$ cat src/rtl/wb_timer.sv
// Wishbone classic timer slave: prescaled 32-bit up-counter with compare,
// sticky match flag and level interrupt; every access terminates one cycle later.
module wb_timer #(
  parameter int PRESC_W = 16
) (
  input  logic               clk,
  input  logic               reset_n,
  input  logic               wb_cyc_i,
  input  logic               wb_stb_i,
  input  logic               wb_we_i,
  input  logic [31:0]        wb_adr_i,
  input  logic [31:0]        wb_dat_i,
  input  logic [3:0]         wb_sel_i,
  output logic [31:0]        wb_dat_o,
  output logic               wb_ack_o,
  output logic               wb_err_o,
  output logic               irq_o
);

  localparam logic [2:0] ADR_CTRL     = 3'd0;
  localparam logic [2:0] ADR_PRESCALE = 3'd1;
  localparam logic [2:0] ADR_COUNT    = 3'd2;
  localparam logic [2:0] ADR_COMPARE  = 3'd3;
  localparam logic [2:0] ADR_STATUS   = 3'd4;

  logic [2:0]         ctrl_reg, ctrl_next;
  logic [PRESC_W-1:0] presc_reg, presc_next;
  logic [PRESC_W-1:0] pc_reg, pc_next;
  logic [31:0]        count_reg, count_next;
  logic [31:0]        compare_reg, compare_next;
  logic               match_reg, match_next;
  logic               ack_reg, ack_next;
  logic               err_reg, err_next;
  logic [31:0]        dat_reg, dat_next;

  logic [2:0]  idx;
  logic        req;
  logic        mapped;
  logic        wr_en;
  logic [31:0] wmask;
  logic [31:0] rdata;
  logic [31:0] presc_ext;
  logic        tick;
  logic        hit;
  logic        set_match;
  logic        unused_adr;

  assign idx    = wb_adr_i[4:2];
  assign req    = wb_cyc_i & wb_stb_i & ~ack_reg & ~err_reg;
  assign mapped = (idx <= ADR_STATUS);
  assign wr_en  = req & wb_we_i & mapped;

  // Address bits outside [4:2] were already decoded by the interconnect.
  assign unused_adr = ^{wb_adr_i[31:5], wb_adr_i[1:0]};

  genvar gi;
  generate
    for (gi = 0; gi < 4; gi++) begin : g_lane
      assign wmask[gi*8 +: 8] = {8{wb_sel_i[gi]}};
    end
  endgenerate

  assign tick      = ctrl_reg[0] & (pc_reg == presc_reg);
  assign hit       = (count_reg == compare_reg);
  assign set_match = tick & hit & ~(wr_en & (idx == ADR_COUNT));

  always_comb begin
    presc_ext = '0;
    presc_ext[PRESC_W-1:0] = presc_reg;
  end

  always_comb begin
    rdata = '0;
    case (idx)
      ADR_CTRL:     rdata = {29'd0, ctrl_reg};
      ADR_PRESCALE: rdata = presc_ext;
      ADR_COUNT:    rdata = count_reg;
      ADR_COMPARE:  rdata = compare_reg;
      ADR_STATUS:   rdata = {31'd0, match_reg};
      default:      rdata = '0;
    endcase
  end

  always_comb begin
    ctrl_next    = ctrl_reg;
    presc_next   = presc_reg;
    pc_next      = pc_reg;
    count_next   = count_reg;
    compare_next = compare_reg;
    match_next   = match_reg;
    ack_next     = req & mapped;
    err_next     = req & ~mapped;
    dat_next     = '0;

    if (req && !wb_we_i) begin
      dat_next = rdata;
    end

    if (!ctrl_reg[0] || tick) begin
      pc_next = '0;
    end else begin
      pc_next = pc_reg + PRESC_W'(1);
    end

    if (tick) begin
      count_next = (hit && ctrl_reg[2]) ? 32'd0 : count_reg + 32'd1;
    end

    if (wr_en) begin
      case (idx)
        ADR_CTRL: begin
          ctrl_next = (wb_dat_i[2:0] & wmask[2:0]) | (ctrl_reg & ~wmask[2:0]);
        end
        ADR_PRESCALE: begin
          presc_next = (wb_dat_i[PRESC_W-1:0] & wmask[PRESC_W-1:0]) |
                       (presc_reg & ~wmask[PRESC_W-1:0]);
          pc_next    = '0;
        end
        ADR_COUNT: begin
          count_next = (wb_dat_i & wmask) | (count_reg & ~wmask);
        end
        ADR_COMPARE: begin
          compare_next = (wb_dat_i & wmask) | (compare_reg & ~wmask);
        end
        ADR_STATUS: begin
          if (wb_sel_i[0] && wb_dat_i[0]) begin
            match_next = 1'b0;
          end
        end
        default: begin
        end
      endcase
    end

    // A hardware match outranks a same-cycle software clear.
    if (set_match) begin
      match_next = 1'b1;
    end
  end

  always_ff @(posedge clk or negedge reset_n) begin
    if (!reset_n) begin
      ctrl_reg    <= '0;
      presc_reg   <= '0;
      pc_reg      <= '0;
      count_reg   <= '0;
      compare_reg <= '0;
      match_reg   <= 1'b0;
      ack_reg     <= 1'b0;
      err_reg     <= 1'b0;
      dat_reg     <= '0;
    end else begin
      ctrl_reg    <= ctrl_next;
      presc_reg   <= presc_next;
      pc_reg      <= pc_next;
      count_reg   <= count_next;
      compare_reg <= compare_next;
      match_reg   <= match_next;
      ack_reg     <= ack_next;
      err_reg     <= err_next;
      dat_reg     <= dat_next;
    end
  end

  assign wb_ack_o = ack_reg;
  assign wb_err_o = err_reg;
  assign wb_dat_o = dat_reg;
  assign irq_o    = match_reg & ctrl_reg[1];

endmodule

$ cat config.mk
export PLATFORM = sky130hd
export DESIGN_NAME = wb_timer
export DESIGN_NICKNAME = d
export VERILOG_FILES = /design/src/rtl/wb_timer.sv
export SDC_FILE = /design/constraint.sdc
export NUM_CORES = 1
export LEC_CHECK = 0
export CORE_ASPECT_RATIO = 1.25
export CORE_MARGIN = 2
export CORE_UTILIZATION = 40
export DETAILED_ROUTE_END_ITERATION = 7
export GPL_ROUTABILITY_DRIVEN = 0
export SYNTH_ARGS = -nofsm -noshare
export SYNTH_HDL_FRONTEND = slang
export SYNTH_SLANG_ARGS = --single-unit
$ cat constraint.sdc
create_clock -name clk -period 3 [get_ports clk]
set_input_delay 0.6 -clock clk [delete_from_list [all_inputs] [get_ports clk]]
set_output_delay 0.6 -clock clk [all_outputs]
set_load 0.02 [all_outputs]
==> results of run 1 <==
[routing by layer]
layer	global-route usage	wire length, um
met1	0.274	8180
met2	0.349	9600
met3	0.0471	936
met4	0.0969	667
met5	0	0
[cells by family after synthesis]
| logic type | Yosys count |
|---|---|
| fa+ha+maj | 2 |
| mux | 68 |
| buf+inv | 66 |
| flops | 134 |
| xor+xnor | 67 |
| simple gates | 262 |
| compound gates | 112 |
[final timing paths]
path	slack [ns]	from	end	cells past startpoint
worst max-delay path	0.26	pc_reg[3]	flop	8
worst min-delay path	0.07	reset_n	wb_dat_o[0]	1
worst max register to register	0.26	pc_reg[3]	flop	8
worst min register to register	0.51	flop	flop	1
max in group asynchronous	2.26	reset_n	async pin	2
min in group clk	0.51	flop	flop	1
[synth_stat cells, drive strengths merged (5+ instances only)]
cell    count  area, sq um
o211ai     10         75.1
dfrtp     134         3350
nand4b      7         61.3
mux2i       6         60.1
mux2       60          676
nand3      41          205
nor3       11         55.1
nand2      40          150
or3         5         36.3
xnor2      46          403
a31oi      13         81.3
clkbuf     45          169
and2        7         43.8
o21ai      26          130
inv        18         67.6
and3       13         81.3
nand4      29          188
a22oi      36          270
or4         5         41.3
nor3b       5         42.5
xor2       21          184
nor4       13         87.6
nor2       65          244
[cell type report]
type / count / area [sq um] / area share
clock buffers: 24 / 472 / 0.0531
clock inverters: 8 / 98.8 / 0.0111
inverters: 18 / 67.6 / 0.00761
multi-input cells: 511 / 3570 / 0.402
flip-flops and latches: 134 / 3350 / 0.378
well taps: 224 / 280 / 0.0316
repair buffers: 110 / 1030 / 0.117
[cells in the final DEF, fill, tap and decap left out, types with 4 or more instances in the layout]
master / n
sky130_fd_sc_hd__a22oi_1: 36
sky130_fd_sc_hd__a31oi_1: 13
sky130_fd_sc_hd__and2_1: 7
sky130_fd_sc_hd__and3_1: 13
sky130_fd_sc_hd__buf_4: 31
sky130_fd_sc_hd__clkbuf_1: 5
sky130_fd_sc_hd__clkbuf_16: 17
sky130_fd_sc_hd__clkdlybuf4s50_1: 77
sky130_fd_sc_hd__dfrtp_1: 134
sky130_fd_sc_hd__inv_1: 17
sky130_fd_sc_hd__mux2_1: 11
sky130_fd_sc_hd__mux2_2: 49
sky130_fd_sc_hd__mux2i_1: 6
sky130_fd_sc_hd__nand2_1: 40
sky130_fd_sc_hd__nand3_1: 41
sky130_fd_sc_hd__nand4_1: 28
sky130_fd_sc_hd__nand4b_1: 7
sky130_fd_sc_hd__nor2_1: 65
sky130_fd_sc_hd__nor2b_1: 4
sky130_fd_sc_hd__nor3_1: 11
sky130_fd_sc_hd__nor3b_1: 4
sky130_fd_sc_hd__nor4_1: 12
sky130_fd_sc_hd__o211ai_1: 10
sky130_fd_sc_hd__o21ai_0: 16
sky130_fd_sc_hd__o21ai_1: 10
sky130_fd_sc_hd__o311ai_1: 4
sky130_fd_sc_hd__or3_1: 4
sky130_fd_sc_hd__or4_1: 4
sky130_fd_sc_hd__xnor2_1: 46
sky130_fd_sc_hd__xor2_1: 21
[power groups by stage]
stage / logic (uW) / clock network, uW / registers (uW)
6_report: 1020 / 2030 / 2270
5_1_grt: 1120 / 2150 / 2310
4_1_cts: 1020 / 2070 / 2270
3_5_place_dp: 1010 / 0 / 2300
3_3_place_gp: 999 / 0 / 2290
2_1_floorplan: 684 / 0 / 2180
[through the flow]
step,cell area [sq um],utilization
after global placement,8310,0.475
after detailed placement,8310,0.475
after CTS,8880,0.507
after global routing,8880,0.507
after floorplan,7180,-
final,8880,0.507
==> results.md, run 1 <==
* Post-Synthesis Cells at 711
* Area delta synth->final at 23.7%
* Post-route non-filler standard cell count at 1029
* CTS hold repair buffers at 0
* Req. time, crit path at 3.30 ns
* Overall routed net length at 19.4 mm
* Core Rows at 54
* Combinational share of power at 0.191
* Cell leakage power at 0.00373 uW
* Number of buffers created by CTS at 17
* DR DRC count at 0
* Sum of negative setup slack at 0 ns
* Synth Area in Compound Gates at 0.109
* Timing-limited maximum frequency at 364 MHz
* CP Launch Type: flop
* Count of unique library cells instantiated by Yosys at 57
* Max-Slew Margin vs Limit at 0.572
* P_sw at 1590 uW
* Post-Place Setup Slack at 0.114 ns
* CP Buf/Inv Count at 2
* Internal power summed over all cells at 3730 uW
* Final Hold Fails at 0
* Post-Synthesis Mean Instance Area at 10.1 sq um
* Starting Density at 0.410
* RSZ-0062 raised after global routing: false
* Main combinational cell family by area after synthesis: simple AND/OR/NAND/NOR gates
* Placed instance count at 997
* Worst endpoint data arrival time at 3.04 ns
* Cell Area, Synth at 0.00718 sq mm
* CP max stage delay at 0.58 ns
* Final number of max-transition violations at 0
* Number of global-route vias before repair at 6026
* Net Count, Synth at 786
* Fraction of layout instances using a drive strength above 1 at 0.147
* Setup-violating endpoint count in the final report at 0
* Transition time at the pin with the least slew margin at 0.642 ns
* Power per unit of standard cell area at 599 mW/mm^2
* Number of antenna violations at the first check in global routing at 0
* Final setup slack of the worst path at 0.255 ns
* Layout fillers at 1585
* Global route total overflow at 0
* Average via count per standard cell at 5.75
* Antenna Nets Post-Route at 0
* Core outline area at 0.0175 sq mm
* Die Span X at 124 um
* Clock latency reported for the late side of the worst-skew pair at 0.42 ns
* Ant diodes at 0
* XOR/XNOR share of the synthesized area at 0.0818
* Time the worst path needs with I/O delays and setup at 2.74 ns
* Share of flip-flops with an asynchronous set or reset after synthesis at 1.00
* Total number of clock tree sinks at 134
* Vert. Die Dim at 154 um
* NumNets Final at 867
* Synth Register Bits at 134
* Buffer levels on the longest clock path at 2
* Total number of vias at 5917
* Post-Route Hold Slack at 0.0689 ns
* Overall routing resource usage at 0.216
* Main flop type after synthesis: sky130_fd_sc_hd__dfrtp_1
* Routed len/inst at 18.8 um
* Count of pins on the block boundary at 108
* Worst path most repeated cell: sky130_fd_sc_hd__buf_4
* Clock root cell: sky130_fd_sc_hd__clkbuf_16
* Global-route wire length before repair at 31.9 mm
* Die area at 0.0190 sq mm
* Min-Delay Path Class: primary input to async pin
* Cells resized by post-CTS repair at 0
* TritonCTS clock tree: done
* Critical Path End Type: flop
* Sequential-to-total area share from yosys stat at 0.467
* H-tree depth at 4
* Worst voltage drop across the vdd grid at 0.000404 V
* Switching share of power at 0.299
* Number of DRC markers after the initial detailed-route iteration at 485
* Sequential share of power at 0.427
* Post-CTS setup repair buffer count at 0
* Synthesized-area fraction occupied by adder cells at 0.00349
* Synth Area in Simple Gates at 0.195
* I/O Buffers at 78
* CP Class: flop to flop
* Pin count of the biggest net entering global routing at 50
* Critical-path cell list: xor2_1, nor4_1, nand4_1, buf_4, buf_4, or4_1, a31oi_1, o211ai_1
* Fraction of the cycle the final worst path needs at 0.915
* Library cell contributing the largest single delay on the critical path: sky130_fd_sc_hd__or4_1
* Critical path peak fanout at 18
* Post-layout power at 5320 uW
* Max-capacitance violation count at 0
* Detailed-placement wirelength estimate at 14.5 mm
* Count of synthesis-stage warnings from yosys at 0
* Clock network fraction of design power at 0.382
* Post-synthesis mux area share at 0.109
* Outcome: finished clean
* Clk slew on worst S/H paths at 0.06 ns
* Number of enable flip-flop cells after synthesis at 0
* Clock skew after layout at 0.0104 ns
* DR pass1 iterations at 7
* Crit path max-delay family: simple AND/OR/NAND/NOR gates
(Power assumes the default switching activity.)
==> run 2, diff against run 1 <==
Settings changed: ABC_AREA set to 1, DONT_BUFFER_PORTS set to 1.
==> results.md, run 2 <==
* Main combinational cell family by area after synthesis: simple AND/OR/NAND/NOR gates (unchanged)
* Cell Area, Synth at 0.00772 sq mm (was 0.00718 sq mm)
* Depth of the worst register-to-register path at 13 (was 8)
* Sequential-to-total area share from yosys stat at 0.434 (was 0.467)
* Pin count of the biggest net entering global routing at 135 (was 50)
* Clk slew on worst S/H paths at 0.06 ns (about the same)
* Overall routing resource usage at 0.220 (was 0.216)
* Setup-violating endpoint count in the final report at 0 (unchanged)
* Worst endpoint data arrival time at 2.62 ns (was 3.04 ns)
* Dominant cell by count in the synthesized netlist: sky130_fd_sc_hd__nand2_1 (was sky130_fd_sc_hd__dfrtp_1)
* Slack of the worst reg-to-reg path at 0.67 ns (was 0.26 ns)
* Number of DRC markers after the initial detailed-route iteration at 497 (was 485)
* Post-Synthesis Mean Instance Area at 7.07 sq um (was 10.1 sq um)
* Cell accounting for the most synthesized area: sky130_fd_sc_hd__dfrtp_1 (unchanged)
* Most frequent standard cell in the layout excluding fill and tap cells: sky130_fd_sc_hd__nand2_1 (was sky130_fd_sc_hd__dfrtp_1)
* Sum of negative setup slack at 0 ns (unchanged)
* Clock skew after layout at 0.00901 ns (was 0.0104 ns)
* Count of pins on the block boundary at 108 (unchanged)
* Synth Area in Compound Gates at 0.112 (was 0.109)
* Global route total overflow at 0 (unchanged)
* Main flop type after synthesis: sky130_fd_sc_hd__dfrtp_1 (unchanged)
* Routed len/inst at 16.4 um (was 18.8 um)
* Highest-count cells in the layout ignoring fill and taps: sky130_fd_sc_hd__nand2_1, sky130_fd_sc_hd__nor2_1, sky130_fd_sc_hd__inv_1, sky130_fd_sc_hd__dfrtp_1, sky130_fd_sc_hd__o21ai_0 (was sky130_fd_sc_hd__dfrtp_1, sky130_fd_sc_hd__clkdlybuf4s50_1, sky130_fd_sc_hd__nor2_1)
* Total number of clock tree sinks at 134 (unchanged)
* Final number of max-transition violations at 0 (unchanged)
* Worst Setup SP: pc_reg[10] (was pc_reg[3])
* Global-route wire length before repair at 34.8 mm (was 31.9 mm)
* XOR/XNOR share of the synthesized area at 0.0215 (was 0.0818)
* Final Hold Fails at 134 (was 0)
* Reg-to-reg critical path startpoint: pc_reg[10] (was pc_reg[3])
* Ant diodes at 0 (unchanged)
* Outcome: finished, violations left (was finished clean)
* Vert. Die Dim at 159 um (was 154 um)
* Fraction of layout instances using a drive strength above 1 at 0.0729 (was 0.147)
* Critical Path End Type: flop (unchanged)
* Antenna Nets Post-Route at 0 (unchanged)
* CP Launch Type: flop (unchanged)
* Min-Delay Path Class: primary input to async pin (unchanged)
* Synth Area in Simple Gates at 0.321 (was 0.195)
* Cell types occupying the most area after synthesis: sky130_fd_sc_hd__dfrtp_1, sky130_fd_sc_hd__nand2_1, sky130_fd_sc_hd__nor2_1, sky130_fd_sc_hd__inv_1, sky130_fd_sc_hd__o21ai_0 (was sky130_fd_sc_hd__dfrtp_1, sky130_fd_sc_hd__mux2_2, sky130_fd_sc_hd__xnor2_1, sky130_fd_sc_hd__a22oi_1, sky130_fd_sc_hd__nor2_1)
* Fraction of the cycle the final worst path needs at 0.778 (was 0.915)
* Core outline area at 0.0188 sq mm (was 0.0175 sq mm)
* Clock root cell: sky130_fd_sc_hd__clkbuf_16 (unchanged)
* Average via count per standard cell at 5.15 (was 5.75)
* Critical path peak fanout at 18 (unchanged)
* Post-synthesis mux area share at 0.0175 (was 0.109)
* Proportion of netlist area held by the largest area contributor at 0.434 (was 0.467)
* Detailed-placement wirelength estimate at 15.6 mm (was 14.5 mm)
* Number of enable flip-flop cells after synthesis at 0 (unchanged)
* I/O Buffers at 0 (was 78)
* Area delta synth->final at 10.0% (was 23.7%)
* Share of flip-flops with an asynchronous set or reset after synthesis at 1.00 (unchanged)
* NumNets Final at 1163 (was 867)
* Overall routed net length at 21.8 mm (was 19.4 mm)
* TritonCTS clock tree: done (unchanged)
* Cells resized by post-CTS repair at 0 (unchanged)
* Clock latency reported for the late side of the worst-skew pair at 0.42 ns (about the same)
* Time the worst path needs with I/O delays and setup at 2.33 ns (was 2.74 ns)
* Utilization after layout at 0.451 (was 0.507)
* Number of global-route vias before repair at 6552 (was 6026)
* Net Count, Synth at 1168 (was 786)
* Max-capacitance violation count at 0 (unchanged)
* Post-Synthesis Cells at 1093 (was 711)
* Synthesized-area fraction occupied by adder cells at 0.00324 (was 0.00349)
* Post-Route Hold Slack at -0.127 ns (was 0.0689 ns)
* Buffer levels on the longest clock path at 2 (unchanged)
* RSZ-0062 raised after global routing: false (unchanged)
* Cell leakage power at 0.00398 uW (was 0.00373 uW)
* Number of buffers created by CTS at 17 (unchanged)
* Max-Slew Margin vs Limit at 0.539 (was 0.572)
* Failing checks: hold timing
* Number of antenna violations at the first check in global routing at 0 (unchanged)
* CP Class: flop to flop (unchanged)
* Worst voltage drop across the vdd grid at 0.000351 V (was 0.000404 V)
* Transition time at the pin with the least slew margin at 0.690 ns (was 0.642 ns)
* Total number of vias at 6847 (was 5917)
* Count of unique library cells instantiated by Yosys at 37 (was 57)
* Timing-limited maximum frequency at 428 MHz (was 364 MHz)
* Synth Register Bits at 134 (unchanged)
* Die Span X at 128 um (was 124 um)
* Die area at 0.0204 sq mm (was 0.0190 sq mm)
* Count of synthesis-stage warnings from yosys at 0 (unchanged)
* Core Rows at 56 (was 54)
* H-tree depth at 4 (unchanged)
* DR pass1 iterations at 5 (was 7)
* Most frequent cells after synthesis: sky130_fd_sc_hd__nand2_1, sky130_fd_sc_hd__nor2_1, sky130_fd_sc_hd__dfrtp_1, sky130_fd_sc_hd__inv_1, sky130_fd_sc_hd__o21ai_0 (was sky130_fd_sc_hd__dfrtp_1, sky130_fd_sc_hd__nor2_1, sky130_fd_sc_hd__mux2_2)
* DR DRC count at 0 (unchanged)
* Starting Density at 0.410 (about the same)
* Req. time, crit path at 3.29 ns (was 3.30 ns)
* Power per unit of standard cell area at 583 mW/mm^2 (was 599 mW/mm^2)
[run 2: cell count changes after synthesis, moves of 12 or more]
cell	change
sky130_fd_sc_hd__nand2_1	+319
sky130_fd_sc_hd__inv_1	+117
sky130_fd_sc_hd__nor2_1	+70
sky130_fd_sc_hd__o21ai_0	+56
sky130_fd_sc_hd__xnor2_1	-46
sky130_fd_sc_hd__mux2_2	-37
sky130_fd_sc_hd__a21oi_1	+25
sky130_fd_sc_hd__clkbuf_1	-22
sky130_fd_sc_hd__a22oi_1	-20
sky130_fd_sc_hd__o22ai_1	+14
sky130_fd_sc_hd__and3_1	-13
sky130_fd_sc_hd__a31oi_1	-12
[run 2: worst max-delay path: stages (launching register included)]
cell	delay, ns
sky130_fd_sc_hd__dfrtp_1	0.43
sky130_fd_sc_hd__inv_1	0.11
sky130_fd_sc_hd__nand2_1	0.07
sky130_fd_sc_hd__nand2_1	0.04
sky130_fd_sc_hd__nor2_1	0.08
sky130_fd_sc_hd__nand2_1	0.13
sky130_fd_sc_hd__nor2_4	0.20
sky130_fd_sc_hd__nand2_2	0.10
sky130_fd_sc_hd__nor2_4	0.29
sky130_fd_sc_hd__buf_4	0.30
sky130_fd_sc_hd__nand2_1	0.14
sky130_fd_sc_hd__xor2_1	0.16
sky130_fd_sc_hd__nand2_1	0.07
sky130_fd_sc_hd__o21ai_1	0.06
[run 2: report_power, final]
group          leakage, uW  switching (uW)  internal, uW
combinational      0.00188             467           267
clock             0.000284             760          1310
sequential         0.00182             203          1950
[run 2: kinds of logic (layout without fill, tap and decap cells)]
kind of cell,count (synthesis),count (layout)
multiplexers,12,12
XOR/XNOR,19,19
flip-flops,134,134
AND/OR/NAND/NOR,593,593
adder cells (fa/ha/maj),2,2
AO/OA/AOI/OAI,156,156
buffers and inverters,177,181
[run 2: worst max-delay path by stage]
| stage | end | slack, ns | depth (start not counted) |
|---|---|---|---|
| after floorplan | flop | 1.17 | 10 |
| after global placement | flop | 0.68 | 13 |
| after detailed placement | flop | 0.68 | 7 |
| after CTS | flop | 0.66 | 10 |
| after global routing | flop | 0.42 | 10 |
| final | flop | 0.67 | 13 |
[run 2: cell type report]
| type | instances | area (sq um) |
|---|---|---|
| fillers | 1925 | 10300 |
| multi-input cells | 782 | 3670 |
| flip-flops and latches | 134 | 3350 |
| inverters | 144 | 541 |
| clock buffers | 24 | 502 |
| well taps | 232 | 290 |
| clock inverters | 4 | 70.1 |
| repair buffers | 9 | 67.6 |
[run 2: per-stage QoR]
step	cells	setup WS, ns	hold slack [ns]	total power (uW)	area [sq um]
2_1_floorplan	1093	1.17	0.304	2710	7720
3_3_place_gp	1301	0.678	0.311	2900	7930
3_5_place_dp	1301	0.676	0.312	2920	7930
4_1_cts	1329	0.658	-0.137	5000	8500
5_1_grt	1329	0.418	-0.151	5240	8500
6_report	1329	0.666	-0.127	4960	8500
[run 2: layer usage]
layer / global-route usage / share of wire
met1: 0.266 / 0.42
met2: 0.382 / 0.51
met3: 0.0420 / 0.042
met4: 0.0909 / 0.028
met5: 0 / 0
[run 2: repair_timing]
| action | CTS | global route |
|---|---|---|
| buffers inserted | 0 | 0 |
| hold endpoints to repair | 134 | 134 |
| endpoints found under the setup margin | 0 | 0 |
==> run 3, diff against run 2 <==
Clock period 3 ns to 1.9 ns, I/O delays scaled along.
==> results.md, run 3 (same netlist as run 2, synthesis figures left out) <==
* Total number of clock tree sinks at 134 (unchanged)
* Global-route track usage on met3 at 0.0457 (was 0.0420)
* Post-Place Setup Slack at -0.0649 ns (was 0.676 ns)
* TritonCTS clock tree: done (unchanged)
* Final number of max-transition violations at 0 (unchanged)
* Outcome: finished, violations left (unchanged)
* Total number of vias at 7425 (was 6847)
* Max-capacitance violation count at 0 (unchanged)
* Global-route wire length before repair at 37.7 mm (was 34.8 mm)
* Most frequent standard cell in the layout excluding fill and tap cells: sky130_fd_sc_hd__nand2_1 (unchanged)
* Min-Delay Path Class: primary input to async pin (unchanged)
* Buffer levels on the longest clock path at 2 (unchanged)
* Worst voltage drop across the vdd grid at 0.000566 V (was 0.000351 V)
* RSZ-0062 raised after global routing: true (was false)
* Number of buffers created by CTS at 17 (unchanged)
* CP Class: flop to flop (unchanged)
* Global route total overflow at 0 (unchanged)
* Ant diodes at 0 (unchanged)
* Vert. Die Dim at 159 um (unchanged)
* Final setup slack of the worst path at -0.0145 ns (was 0.666 ns)
* Post-route non-filler standard cell count at 1450 (was 1329)
* Timing-limited maximum frequency at 522 MHz (was 428 MHz)
* Starting Density at 0.410 (unchanged)
* H-tree depth at 4 (unchanged)
* Highest-count cells in the layout ignoring fill and taps: sky130_fd_sc_hd__nand2_1, sky130_fd_sc_hd__inv_1, sky130_fd_sc_hd__dfrtp_1 (was sky130_fd_sc_hd__nand2_1, sky130_fd_sc_hd__nor2_1, sky130_fd_sc_hd__inv_1, sky130_fd_sc_hd__dfrtp_1, sky130_fd_sc_hd__o21ai_0)
* Setup-violating endpoint count in the final report at 3 (was 0)
* Antenna Nets Post-Route at 0 (unchanged)
* Overall routing resource usage at 0.236 (was 0.220)
* Average via count per standard cell at 5.12 (was 5.15)
* Power per unit of standard cell area at 863 mW/mm^2 (was 583 mW/mm^2)
* Clock skew after layout at 0.00897 ns (was 0.00901 ns)
* Critical path peak fanout at 5 (was 18)
* Number of DRC markers after the initial detailed-route iteration at 415 (was 497)
* Req. time, crit path at 2.22 ns (was 3.29 ns)
* Number of antenna violations at the first check in global routing at 0 (unchanged)
* Core outline area at 0.0188 sq mm (unchanged)
* Die area at 0.0204 sq mm (unchanged)
* Transition time at the pin with the least slew margin at 0.523 ns (was 0.690 ns)
* Max-Slew Margin vs Limit at 0.651 (was 0.539)
* Count of pins on the block boundary at 108 (unchanged)
* Multi-input gate area at 0.00393 sq mm (was 0.00367 sq mm)
* Post-Place Cell Area at 0.00876 sq mm (was 0.00793 sq mm)
* Routed len/inst at 15.9 um (was 16.4 um)
* Post-Route Hold Slack at -0.365 ns (was -0.127 ns)
* Number of global-route vias before repair at 7357 (was 6552)
* Post-route standard cell area excluding fillers at 0.00969 sq mm (was 0.00850 sq mm)
* Global route hottest layer: met2 (unchanged)
* Pin count of the biggest net entering global routing at 135 (unchanged)
* Layout fillers at 1853 (was 1925)
* Critical Path End Type: flop (unchanged)
* Core Rows at 56 (unchanged)
* I/O Buffers at 0 (unchanged)
* Area delta synth->final at 25.5% (was 10.0%)
* CP Launch Type: flop (unchanged)
* DR pass1 iterations at 5 (unchanged)
* Fraction of the cycle the final worst path needs at 1.01 (was 0.778)
* Clock latency reported for the late side of the worst-skew pair at 0.43 ns (was 0.42 ns)
* Final Hold Fails at 134 (unchanged)
* Placed instance count at 1410 (was 1301)
* Failing checks: hold timing, setup timing (was hold timing)
* Fraction of layout instances using a drive strength above 1 at 0.205 (was 0.0729)
* Clock root cell: sky130_fd_sc_hd__clkbuf_16 (unchanged)
* Global routing usage on met2 at 0.407 (was 0.382)
* NumNets Final at 1280 (was 1163)
* Worst endpoint data arrival time at 2.24 ns (was 2.62 ns)
* Clk slew on worst S/H paths at 0.06 ns (about the same)
* Register cell area after layout at 0.00336 sq mm (was 0.00335 sq mm)
* Detailed-placement wirelength estimate at 16.7 mm (was 15.6 mm)
* Time the worst path needs with I/O delays and setup at 1.91 ns (was 2.33 ns)
* Overall routed net length at 23.1 mm (was 21.8 mm)
* Cell leakage power at 0.00465 uW (was 0.00398 uW)
* Met1 Resource Use GR at 0.289 (was 0.266)
* DR DRC count at 0 (unchanged)
* Die Span X at 128 um (unchanged)
## run 3: timing repair
action	in CTS	in global routing
setup endpoints to repair	40	42
resized for setup	30	56
endpoints found under the hold margin	134	134
pin swaps	6	17
gates cloned	1	0
buffers inserted	2	5
## run 3: area by class of cell
cell class              instances  area share
multi-input cells             783       0.405
flip-flops and latches        134       0.347
repair buffers                125       0.102
inverters                     144      0.0563
clock buffers                  18      0.0443
well taps                     232      0.0299
clock inverters                14      0.0157
## run 3: per-layer routing
| layer | up-vias | wire (um) | part of all wire |
|---|---|---|---|
| met5 | - | 0 | 0 |
| met4 | 0 | 734 | 0.032 |
| met3 | 55 | 956 | 0.041 |
| met2 | 175 | 11800 | 0.51 |
| met1 | 3494 | 9610 | 0.42 |
| li1 | 3701 | - | - |
## run 3: stage by stage
step | utilization | total power [uW] | setup TNS, ns | hold WS (ns)
5_1_grt | 0.514 | 8800 | -2.47 | -0.382
2_1_floorplan | - | 4280 | 0 | 0.0844
4_1_cts | 0.502 | 8300 | -0.0415 | -0.369
3_3_place_gp | 0.465 | 4870 | -0.673 | 0.0908
3_5_place_dp | 0.465 | 4900 | -0.962 | 0.0911
6_report | 0.514 | 8370 | -0.0339 | -0.365
## run 3: worst paths after layout
kind | start | end | slack, ns | cells after the start
hold reg to reg | flop | flop | 0.52 | 2
setup / recovery | pc_reg[3] | flop | -0.01 | 14
min in group clk | wb_dat_i[19] | flop | 0.09 | 1
hold / removal | reset_n | async pin | -0.37 | 0
setup reg to reg | pc_reg[3] | flop | -0.01 | 14
max in group asynchronous | reset_n | async pin | 2.08 | 0
## run 3: power breakdown
group / total, uW / internal [uW] / switching (uW)
logic: 1710 / 759 / 955
registers: 3330 / 3080 / 250
clock network: 3320 / 1940 / 1380
total: 8370 / 5780 / 2590
## run 3: critical path, stage by stage (launching register included)
cell                      delay, ns
sky130_fd_sc_hd__dfrtp_1       0.43
sky130_fd_sc_hd__inv_1         0.08
sky130_fd_sc_hd__nand2_1       0.06
sky130_fd_sc_hd__nand2_1       0.05
sky130_fd_sc_hd__nor2_2        0.11
sky130_fd_sc_hd__nand2_1       0.09
sky130_fd_sc_hd__nor2_4        0.14
sky130_fd_sc_hd__nand2_4       0.09
sky130_fd_sc_hd__nor2_4        0.23
sky130_fd_sc_hd__nand3_4       0.13
sky130_fd_sc_hd__nand2_4       0.11
sky130_fd_sc_hd__buf_6         0.12
sky130_fd_sc_hd__nor2_1        0.04
sky130_fd_sc_hd__nor2_1        0.08
sky130_fd_sc_hd__nor2_1        0.04
